--- src/rtl/usr_pkg.sv ---
// Shared types for the universal shift register: operation modes, FSM states
// and the predicate that separates counted shift/rotate modes from one-shot modes.
package usr_pkg;

  typedef enum logic [2:0] {
    HOLD = 3'd0,
    LOAD = 3'd1,
    SHL  = 3'd2,
    SHR  = 3'd3,
    ROL  = 3'd4,
    ROR  = 3'd5,
    ASR  = 3'd6,
    CLR  = 3'd7
  } usr_mode_e;

  typedef enum logic {
    IDLE  = 1'b0,
    SHIFT = 1'b1
  } usr_state_e;

  function automatic logic is_multistep(input usr_mode_e m);
    logic r;
    case (m)
      SHL, SHR, ROL, ROR, ASR: r = 1'b1;
      default:                 r = 1'b0;
    endcase
    return r;
  endfunction

endpackage

--- src/rtl/usr_step_logic.sv ---
// Combinational next-state of the register for a single step of any mode.
// Used both for en-driven single steps and for each edge of a counted sequence.
module usr_step_logic
  import usr_pkg::*;
#(
  parameter int WIDTH = 8
) (
  input  logic [WIDTH-1:0] q,
  input  logic [2:0]       mode,
  input  logic             sin_l,
  input  logic             sin_r,
  input  logic [WIDTH-1:0] d,
  output logic [WIDTH-1:0] q_next
);

  usr_mode_e mode_s;

  // Decode the mode into the register value after one step.
  always_comb begin
    mode_s = usr_mode_e'(mode);
    q_next = q;
    case (mode_s)
      HOLD:    q_next = q;
      LOAD:    q_next = d;
      SHL:     q_next = {q[WIDTH-2:0], sin_r};
      SHR:     q_next = {sin_l, q[WIDTH-1:1]};
      ROL:     q_next = {q[WIDTH-2:0], q[WIDTH-1]};
      ROR:     q_next = {q[0], q[WIDTH-1:1]};
      ASR:     q_next = {q[WIDTH-1], q[WIDTH-1:1]};
      CLR:     q_next = {WIDTH{1'b0}};
      default: q_next = q;
    endcase
  end

endmodule

--- src/rtl/universal_shift_register.sv ---
// WIDTH-bit universal shift register: single-step ops on en, counted
// shift/rotate sequences on start with a busy/done handshake.
module universal_shift_register
  import usr_pkg::*;
#(
  parameter int WIDTH = 8,
  parameter int CNT_W = $clog2(WIDTH + 1)
) (
  input  logic             clk,
  input  logic             rst,
  input  logic             en,
  input  logic             start,
  input  logic [2:0]       mode,
  input  logic [CNT_W-1:0] amount,
  input  logic [WIDTH-1:0] d,
  input  logic             sin_l,
  input  logic             sin_r,
  output logic [WIDTH-1:0] q,
  output logic             sout_l,
  output logic             sout_r,
  output logic             busy,
  output logic             done
);

  usr_state_e       state_r;
  usr_mode_e        mode_r;
  logic [CNT_W-1:0] cnt_r;
  logic [WIDTH-1:0] q_r;
  logic             busy_r;
  logic             done_r;

  usr_mode_e        mode_in_s;
  logic [2:0]       step_mode_s;
  logic [WIDTH-1:0] q_next_s;

  // While sequencing, the step logic follows the latched mode, not the live input.
  always_comb begin
    mode_in_s = usr_mode_e'(mode);
    if (state_r == SHIFT) begin
      step_mode_s = mode_r;
    end else begin
      step_mode_s = mode;
    end
  end

  usr_step_logic #(
    .WIDTH (WIDTH)
  ) u_step (
    .q      (q_r),
    .mode   (step_mode_s),
    .sin_l  (sin_l),
    .sin_r  (sin_r),
    .d      (d),
    .q_next (q_next_s)
  );

  // Register, counter and IDLE/SHIFT control with registered busy/done.
  always_ff @(posedge clk) begin
    if (rst) begin
      state_r <= IDLE;
      mode_r  <= HOLD;
      cnt_r   <= {CNT_W{1'b0}};
      q_r     <= {WIDTH{1'b0}};
      busy_r  <= 1'b0;
      done_r  <= 1'b0;
    end else begin
      done_r <= 1'b0;
      case (state_r)
        IDLE: begin
          if (start) begin
            if (is_multistep(mode_in_s) && (amount != {CNT_W{1'b0}})) begin
              mode_r  <= mode_in_s;
              cnt_r   <= amount;
              busy_r  <= 1'b1;
              state_r <= SHIFT;
            end else begin
              // A zero-length shift request completes without touching q.
              if (!is_multistep(mode_in_s)) begin
                q_r <= q_next_s;
              end else begin
                q_r <= q_r;
              end
              done_r <= 1'b1;
            end
          end else if (en) begin
            q_r <= q_next_s;
          end else begin
            q_r <= q_r;
          end
        end
        SHIFT: begin
          q_r   <= q_next_s;
          cnt_r <= cnt_r - {{(CNT_W-1){1'b0}}, 1'b1};
          if (cnt_r == {{(CNT_W-1){1'b0}}, 1'b1}) begin
            busy_r  <= 1'b0;
            done_r  <= 1'b1;
            state_r <= IDLE;
          end else begin
            busy_r  <= 1'b1;
          end
        end
        default: begin
          state_r <= IDLE;
          busy_r  <= 1'b0;
        end
      endcase
    end
  end

  assign q      = q_r;
  assign busy   = busy_r;
  assign done   = done_r;
  assign sout_l = q_r[WIDTH-1];
  assign sout_r = q_r[0];

endmodule

--- config.mk ---
export PLATFORM = sky130hd
export DESIGN_NAME = universal_shift_register
export DESIGN_NICKNAME = d
export VERILOG_FILES = /design/src/rtl/usr_pkg.sv /design/src/rtl/usr_step_logic.sv /design/src/rtl/universal_shift_register.sv
export SDC_FILE = /design/constraint.sdc
export NUM_CORES = 1
export LEC_CHECK = 0
export ABC_CLOCK_PERIOD_IN_PS = 2400
export CAP_MARGIN = 10
export CORE_MARGIN = 5
export CORE_UTILIZATION = 50
export CTS_BUF_LIST = sky130_fd_sc_hd__clkbuf_16
export DETAILED_ROUTE_END_ITERATION = 10
export PLACE_DENSITY = 0.89
export SYNTH_ARGS = -nofsm -noshare
export SYNTH_HDL_FRONTEND = slang
export SYNTH_SLANG_ARGS = --single-unit
export TNS_END_PERCENT = 10
--- constraint.sdc ---
create_clock -name clk -period 2.4 [get_ports clk]
set_clock_uncertainty 0.1 [all_clocks]
set_input_delay 0.48 -clock clk [delete_from_list [all_inputs] [get_ports clk]]
set_output_delay 0.48 -clock clk [all_outputs]
set_load 0.1 [all_outputs]
==> impl_metrics.toml, run 1 <==
[yosys]
synth_seq_cells = 18
ys.flop_type = "dfxtp_1"
syn_nets = 148
synth_edf_count = 0
synth-seq-area-share = 0.326
ys_types = 43
syn_area_per_cell_um2 = 8.85
ys_warn_count = 0
synth_cells = 125
synthArstFlopShare = 0
netlist_area_um2 = 1110

[critical_path]
cp_max_fo = 6
worstSetupStartpointType = "input pin"
worstSetupPathType = "in2reg"
critical_path.max_stage_delay_ns = 0.52
crit_arrival_ns = 2.03
ff2ff_setup_slack_ns = 0.77
r2r_start = "state_r"
crit_required_ns = 2.42
r2r.worst_path.cells = 5
crit_path_top_delay_cell = "clkdlybuf4s50_1"
r2r_end = "q[0]"
crit_path_cell_trace = "clkdlybuf4s50_1, or2_4, and3_1, a221oi_1, a211oi_1"
cp-end-kind = "flip-flop"

[global_routing]
grt_pass1_vias = 1124
overflow = 0
antenna_found_initial = 0
grt_pass1_wl_um = 5030
grt_max_degree = 16
groute.usage.overall = 0.194

[routing]
wl_per_cell_um = 15.5
totalWireLength_um = 2900
drtIter0Drc = 35
final_antenna_net_count = 0
vias = 1118
drcViolationCount = 0
avgViaCountPerCell = 5.98
firstDrtPassIters = 4

[floorplan]
die_area_um2 = 3250
rows = 17
die_h_um = 57.0
start_util = 0.510
coreArea_um2 = 2170
ioPinCount = 33
die_w_um = 57.0

[timing]
rsz0062_at_grt = "false"
setup_tns_ns = 0
worst_pin_slew_ns = 0.441
fmaxAchievable_mhz = 497
timing.hold.ws_ns = 0.383
period_needed_ns = 2.01
layout_setup_ws_ns = 0.388
post-route-period-util = 0.838
slew_viol_final = 0
hold_violations = 0
final-setup-viol-count = 0
slew-limit-headroom = 0.705

[placement]
gp_congestion = 0.855
place_ws_ns = 0.131
io_buffers = 32
hpwlAfterDp_um = 2230

[clock_tree]
cts_hold_buf = 0
cts_tree = "yes"
cts_resized = 0
cts_inserted_buffers = 3
cts_root_buf = "clkbuf_16"
cts.sinks = 18
clk_latency_ns = 0.25
clockBufferDepth = 2
clk_pin_slew_ns = 0.05
cts_setup_buffers = 0
htreeDepth = 1

[worst_hold_path]
hp-class = "reg2reg"
hold-path-cell-count = 1
hp-start = "busy"
hold_end = "busy"

[power_and_ir_drop]
p_per_area_nw_per_um2 = 760
total_power_mw = 1.14
peakVddDrop_mv = 0.520
p_leak_nw = 0.569

[cells_and_area]
fillers = 187
multiInputGateArea_um2 = 693
seq_area_um2 = 360
n_antenna_cell = 0
drive_gt1_frac = 0.195
fin_nets = 183
area_growth_pct = 35.5

[run]
maxCapViolations = 0

[outcome]
status = "complete, no violations"
## worst max path at each step
stage	from	end
4_1_cts	mode[1]	cnt_r[2]
3_3_place_gp	mode[1]	cnt_r[2]
2_1_floorplan	q[0]	q[0]
5_1_grt	mode[1]	cnt_r[2]
3_5_place_dp	mode[1]	cnt_r[2]
6_report	mode[1]	cnt_r[2]
## power by group
part           internal [mW]  switching, mW  total, mW
clock network          0.222          0.119      0.341
logic                  0.144          0.290      0.434
registers              0.331         0.0332      0.364
## through the flow
step | cell area [um^2] | instances | util
2_1_floorplan | 1110 | 125 | -
3_3_place_gp | 1420 | 183 | 0.655
5_1_grt | 1500 | 187 | 0.691
3_5_place_dp | 1420 | 183 | 0.655
6_report | 1500 | 187 | 0.691
4_1_cts | 1500 | 187 | 0.691
## logic make-up after synthesis
family                     after synthesis  synth area share
AOI/OAI and AO/OA                       47             0.312
xor gates and xnor gates                 4            0.0317
adders and majority gates                2            0.0226
buffers and inverters                    9            0.0475
DFF                                     18             0.326
muxes                                    7            0.0679
and+or+nand+nor                         38             0.192
## state kept, by name (all words and copies together) (netlist names)
name and flops:
q 8, mode_r 3, done 1, state_r 1
cnt_r 4, busy 1
## synth_stat cells (all sizes together) (2+ instances only)
cell type,number,area (um^2)
a211oi,5,37.5
a21oi,4,31.3
a221oi,9,78.8
a31oi,3,40.0
and3,2,12.5
buf,4,33.8
clkbuf,2,7.51
dfxtp,18,360
ha,2,25.0
inv,3,11.3
mux2i,6,63.8
nand2,13,48.8
nand3,3,20.0
nor2,8,32.5
nor2b,3,18.8
nor3,4,25.0
o21ai,17,85.1
xnor2,2,17.5
xor2,2,17.5
## final cells by class
cell class | instances | area share
multi-input cells | 98 | 0.462
clock buffers | 3 | 0.0501
clock inverters | 1 | 0.00250
flip-flops and latches | 18 | 0.240
repair buffers | 36 | 0.214
inverters | 3 | 0.00751
well taps | 28 | 0.0234
## layer usage
layer | track usage | part of all wire | vias to the layer above | wire, um
met5 | 0 | 0 | - | 0
met2 | 0.347 | 0.49 | 48 | 1410
met4 | 0.0960 | 0.022 | 0 | 63
met1 | 0.208 | 0.40 | 516 | 1170
met3 | 0.0520 | 0.088 | 7 | 254
li1 | - | - | 547 | -
## critical path, delay by kind of cell
| kind | cells | cell delay, ns |
|---|---|---|
| AND/OR/NAND/NOR | 2 | 0.57 |
| buffers and inverters | 1 | 0.52 |
| AO/OA/AOI/OAI | 2 | 0.47 |
## placed cells by master (no fill, tap or decap), drive strengths merged
master	instances
clkdlybuf4s50	20
dfxtp	18
o21ai	17
buf	16
nand2	13
a221oi	9
nor2	8
mux2i	6
a211oi	5
a21oi	4
nor3	4
inv	3
nor2b	3
clkbuf	3
nand3	3
a31oi	3
xnor2	2
and3	2
xor2	2
ha	2
nor4	1
or2	1
nand4b	1
o31a	1
a22o	1
a21o	1
nand2b	1
and4	1
a22oi	1
mux2	1
a311oi	1
o21bai	1
o21a	1
o22ai	1
a32o	1
clkinv	1
Power figures use the tool's default switching activity.
==> run 2, diff against run 1 <==
ABC_CLOCK_PERIOD_IN_PS = 2000   (was 2400)
CORE_UTILIZATION = 46   (was 50)
PLACE_DENSITY = 0.83   (was 0.89)
clock period = 2 ns   (was 2.4 ns; I/O delays follow)
==> run 2 against run 1 <==
Against the previous run: clock power is 17% higher; power is 27% higher; cell count is 2.7% higher; global-route usage is 0.13 points lower; critical path depth is 1 higher; sequential power is 25% higher; routed wire length is 7.7% higher; worst setup slack worse by 0.26 ns; count of clock-buffer cells in the layout stayed put; first-iteration DRC count is 23% lower; largest power group unchanged.
==> impl_metrics.toml, run 2 (synthesized netlist as in run 1, its figures left out) <==
[outcome]
status = "complete, no violations"

[clock_tree]
cts_hold_buf = 0
cts.sinks = 18
clk_latency_ns = 0.25
cts_resized = 0
cts_setup_buffers = 0
htreeDepth = 1
cts_tree = "yes"
clockBufferDepth = 2
cts_inserted_buffers = 3
clk_pin_slew_ns = 0.05
cts_root_buf = "clkbuf_16"

[power_and_ir_drop]
peakVddDrop_mv = 0.705
p_int_mw = 0.908
power_frac_comb = 0.413
seqPwrFrac = 0.313
sw_frac_of_total = 0.374
p_per_area_nw_per_um2 = 865
p_sw_mw = 0.544
pwr-share-clk = 0.274
p_leak_nw = 0.647

[placement]
placed_cell_area_um2 = 1600
gp_congestion = 0.912
place_inst = 188
hpwlAfterDp_um = 2360
io_buffers = 32

[global_routing]
grt_pass1_vias = 1183
grt_max_degree = 14
antenna_found_initial = 0
grt_pass1_wl_um = 5330
overflow = 0
groute.usage.overall = 0.193

[floorplan]
die_h_um = 59.0
ioPinCount = 33
coreArea_um2 = 2250
die_w_um = 59.0
die_area_um2 = 3490
start_util = 0.491
rows = 17

[timing]
slew_viol_final = 0
final-setup-viol-count = 0
post-route-period-util = 0.934
worst_pin_slew_ns = 0.378
hold_violations = 0
slew-limit-headroom = 0.743
fmaxAchievable_mhz = 535
period_needed_ns = 1.87
rsz0062_at_grt = "false"

[cells_and_area]
n_antenna_cell = 0
drive_gt1_frac = 0.220
fillers = 170
fin_nets = 188
multiInputGateArea_um2 = 693
seq_area_um2 = 360
fin_cells = 192
area_growth_pct = 51.8
finish.instance_area_um2 = 1680
largest_register_ff_count = 8
layout_common_cells = "18 x dfxtp_1, 18 x clkdlybuf4s50_1, 14 x o21ai_1, 13 x nand2_1, 11 x buf_12"

[routing]
final_antenna_net_count = 0
drcViolationCount = 0
drtIter0Drc = 27
wl_per_cell_um = 16.2
avgViaCountPerCell = 5.90
vias = 1133
totalWireLength_um = 3120
firstDrtPassIters = 4

[critical_path]
crit_required_ns = 2.07
worstSetupPathType = "in2reg"
cp-end-kind = "flip-flop"
crit_path_cell_trace = "clkdlybuf4s50_1, nand3_2, a31oi_4, and4_4, o21ai_1, o21ai_1"
crit_arrival_ns = 1.94
worstSetupStartpointType = "input pin"
critical_path.max_stage_delay_ns = 0.58
path_common_cell = "o21ai_1"
crit_path_top_delay_cell = "clkdlybuf4s50_1"
cp_max_fo = 6

[run]
maxCapViolations = 0

[worst_hold_path]
hp-class = "reg2reg"
-- run 2: cell count changes in the layout (fill, tap and decap cells not counted), sizes merged --
cell	delta
dlymetal6s2s	+2
buf	+5
clkdlybuf4s50	-2
-- run 2: power by group through the flow --
stage	combinational (mW)	clock [mW]	sequential, mW
after detailed placement	0.595	0	0.461
after global placement	0.583	0	0.458
final	0.599	0.398	0.455
after CTS	0.601	0.399	0.454
after global routing	0.631	0.424	0.459
after floorplan	0.241	0	0.593
-- run 2: cell type report --
| type | instances | area share |
|---|---|---|
| repair buffers | 41 | 0.298 |
| inverters | 3 | 0.00671 |
| clock inverters | 1 | 0.00224 |
| multi-input cells | 98 | 0.413 |
| flip-flops and latches | 18 | 0.215 |
| clock buffers | 3 | 0.0447 |
| well taps | 28 | 0.0209 |
-- run 2: path summary, 6_finish.rpt --
check | start | to | slack, ns | cells after the start
worst max-delay path | mode[0] | q[6] | 0.13 | 6
worst min-delay path | q[5] | q[5] | 0.42 | 2
worst max register to register | state_r | q[6] | 0.35 | 5
worst min register to register | q[5] | q[5] | 0.42 | 2
-- run 2: layer usage --
metal | GRT usage | share of wire | routed length [um] | vias to the layer above
met5 | 0 | 0 | 0 | -
met3 | 0.0327 | 0.067 | 209 | 8
li1 | - | - | - | 553
met4 | 0.0841 | 0.020 | 61 | 0
met1 | 0.206 | 0.39 | 1210 | 525
met2 | 0.364 | 0.52 | 1640 | 47
-- run 2: stage by stage --
stage | util | setup TNS [ns] | setup slack (ns) | power (mW) | hold WS (ns)
after floorplan | - | 0 | 0.0917 | 0.834 | 0.393
after global placement | 0.708 | -1.18 | -0.118 | 1.04 | 0.409
after detailed placement | 0.708 | -1.91 | -0.187 | 1.06 | 0.417
after CTS | 0.743 | 0 | 0.0631 | 1.45 | 0.426
after global routing | 0.745 | 0 | 0.0259 | 1.52 | 0.456
final | 0.745 | 0 | 0.132 | 1.45 | 0.424
-- run 2: worst max-delay path, delay by kind of cell --
family,cells,cell delay (ns)
compound gates,3,0.49
buf+inv,1,0.58
simple gates,2,0.45
==> run 3, diff against run 2 <==
CORE_MARGIN = 2   (was 5)
==> run 3 against run 2 <==
Against the previous run: flip-flop and latch count unchanged; worst setup slack improved by 0.019 ns; register-to-register slack got worse by 0.02 ns; combinational power about the same; via count increased by 2.3%; count of clock-buffer cells in the layout unchanged; core utilization increased by 0.99 points; largest cell class unchanged; non-clock buffer count unchanged; critical path type unchanged; routed wire length decreased by 0.55%.
==> impl_metrics.toml, run 3 (synthesized netlist as in run 1, its figures left out) <==
[clock_tree]
cts_tree = "yes"
cts_root_buf = "clkbuf_16"
htreeDepth = 1
clk_latency_ns = 0.25
cts_resized = 0
clk_pin_slew_ns = 0.05
cts_inserted_buffers = 3
cts.sinks = 18
cts_hold_buf = 0
clockBufferDepth = 2
cts_setup_buffers = 0

[critical_path]
critical_path_depth = 6
crit_required_ns = 2.08
critical_path.max_stage_delay_ns = 0.60
worstSetupPathType = "in2reg"
crit_path_cell_trace = "clkdlybuf4s50_1, nand3_2, a31oi_4, and4_4, o21ai_1, o21ai_1"
ff2ff_setup_slack_ns = 0.33
r2r.worst_path.cells = 5
worstSetupStartpointType = "input pin"
crit_path_top_delay_cell = "clkdlybuf4s50_1"
cp_max_fo = 6
path_buf_inv = 1
path_delay_family = "buffers and inverters"
cp-end-kind = "flip-flop"
crit_arrival_ns = 1.93
path_common_cell = "o21ai_1"

[floorplan]
die_w_um = 53.0
coreArea_um2 = 2230
ioPinCount = 33
die_h_um = 53.0
rows = 17
start_util = 0.495
die_area_um2 = 2810

[global_routing]
grt_pass1_vias = 1126
antenna_found_initial = 0
grt_pass1_wl_um = 4950
grt_max_degree = 13
groute.usage.overall = 0.243
overflow = 0

[placement]
hpwlAfterDp_um = 2430
gp_congestion = 0.832
io_buffers = 32

[routing]
avgViaCountPerCell = 6.04
firstDrtPassIters = 4
final_antenna_net_count = 0
drtIter0Drc = 47
wl_per_cell_um = 16.1
totalWireLength_um = 3100
drcViolationCount = 0
vias = 1159

[cells_and_area]
fin_nets = 188
largest_register_ff_count = 8
drive_gt1_frac = 0.226
layout_common_cells = "18 x dfxtp_1, 18 x clkdlybuf4s50_1, 14 x o21ai_1, 13 x nand2_1, 11 x buf_12"
fin_util = 0.755
n_antenna_cell = 0
area_growth_pct = 52.4

[timing]
post-route-period-util = 0.925
final-setup-viol-count = 0
period_needed_ns = 1.85
fmaxAchievable_mhz = 541
rsz0062_at_grt = "false"
slew-limit-headroom = 0.723
timing.hold.ws_ns = 0.437
hold_violations = 0
slew_viol_final = 0
worst_pin_slew_ns = 0.407

[power_and_ir_drop]
p_leak_nw = 0.649
peakVddDrop_mv = 0.609
p_per_area_nw_per_um2 = 867

[worst_hold_path]
hold-path-cell-count = 2
hp-class = "reg2reg"

[run]
maxCapViolations = 0

[outcome]
status = "complete, no violations"
-- run 3: cell counts in the layout (fill, tap and decap cells not counted) --
No cell type changed its count.
-- run 3: through the flow --
step	power, mW	setup WS [ns]	setup TNS (ns)	cell area, um^2	instances
3_5_place_dp	1.06	-0.236	-2.24	1600	188
2_1_floorplan	0.834	0.0917	0	1110	125
3_3_place_gp	1.04	-0.113	-1.14	1600	188
6_report	1.46	0.150	0	1690	192
4_1_cts	1.46	0.0195	0	1670	192
5_1_grt	1.52	0.0740	0	1690	192
-- run 3: worst paths after layout --
kind / start / endpoint
worst max register to register: state_r / q[1]
worst max-delay path: mode[0] / q[4]
worst min register to register: q[6] / q[6]
worst min-delay path: q[6] / q[6]
-- run 3: final cells by class --
class / count / area, um^2
Inverter: 3 / 11.3
Fill cell: 157 / 548
Tap cell: 28 / 35.0
Clock inverter: 1 / 3.75
Clock buffer: 3 / 75.1
Timing Repair Buffer: 41 / 500
Multi-Input combinational cell: 98 / 699
Sequential cell: 18 / 360
-- run 3: worst min-delay path: stages, from the launching register on --
cell	delay, ns
dfxtp_1	0.36
nand2_1	0.08
o21ai_1	0.05
-- run 3: routing by layer --
| metal | share of wire | track usage | vias up | routed length (um) |
|---|---|---|---|---|
| li1 | - | - | 551 | - |
| met1 | 0.37 | 0.255 | 535 | 1160 |
| met2 | 0.52 | 0.458 | 62 | 1620 |
| met3 | 0.082 | 0.0537 | 11 | 253 |
| met4 | 0.023 | 0.103 | 0 | 70 |
| met5 | 0 | 0 | - | 0 |
-- run 3: where the power goes --
part	total (mW)	switching [mW]	internal, mW	leakage, nW
clock network	0.405	0.139	0.266	0.0385
logic	0.601	0.355	0.246	0.463
registers	0.455	0.0579	0.397	0.148
total	1.46	0.552	0.909	0.649
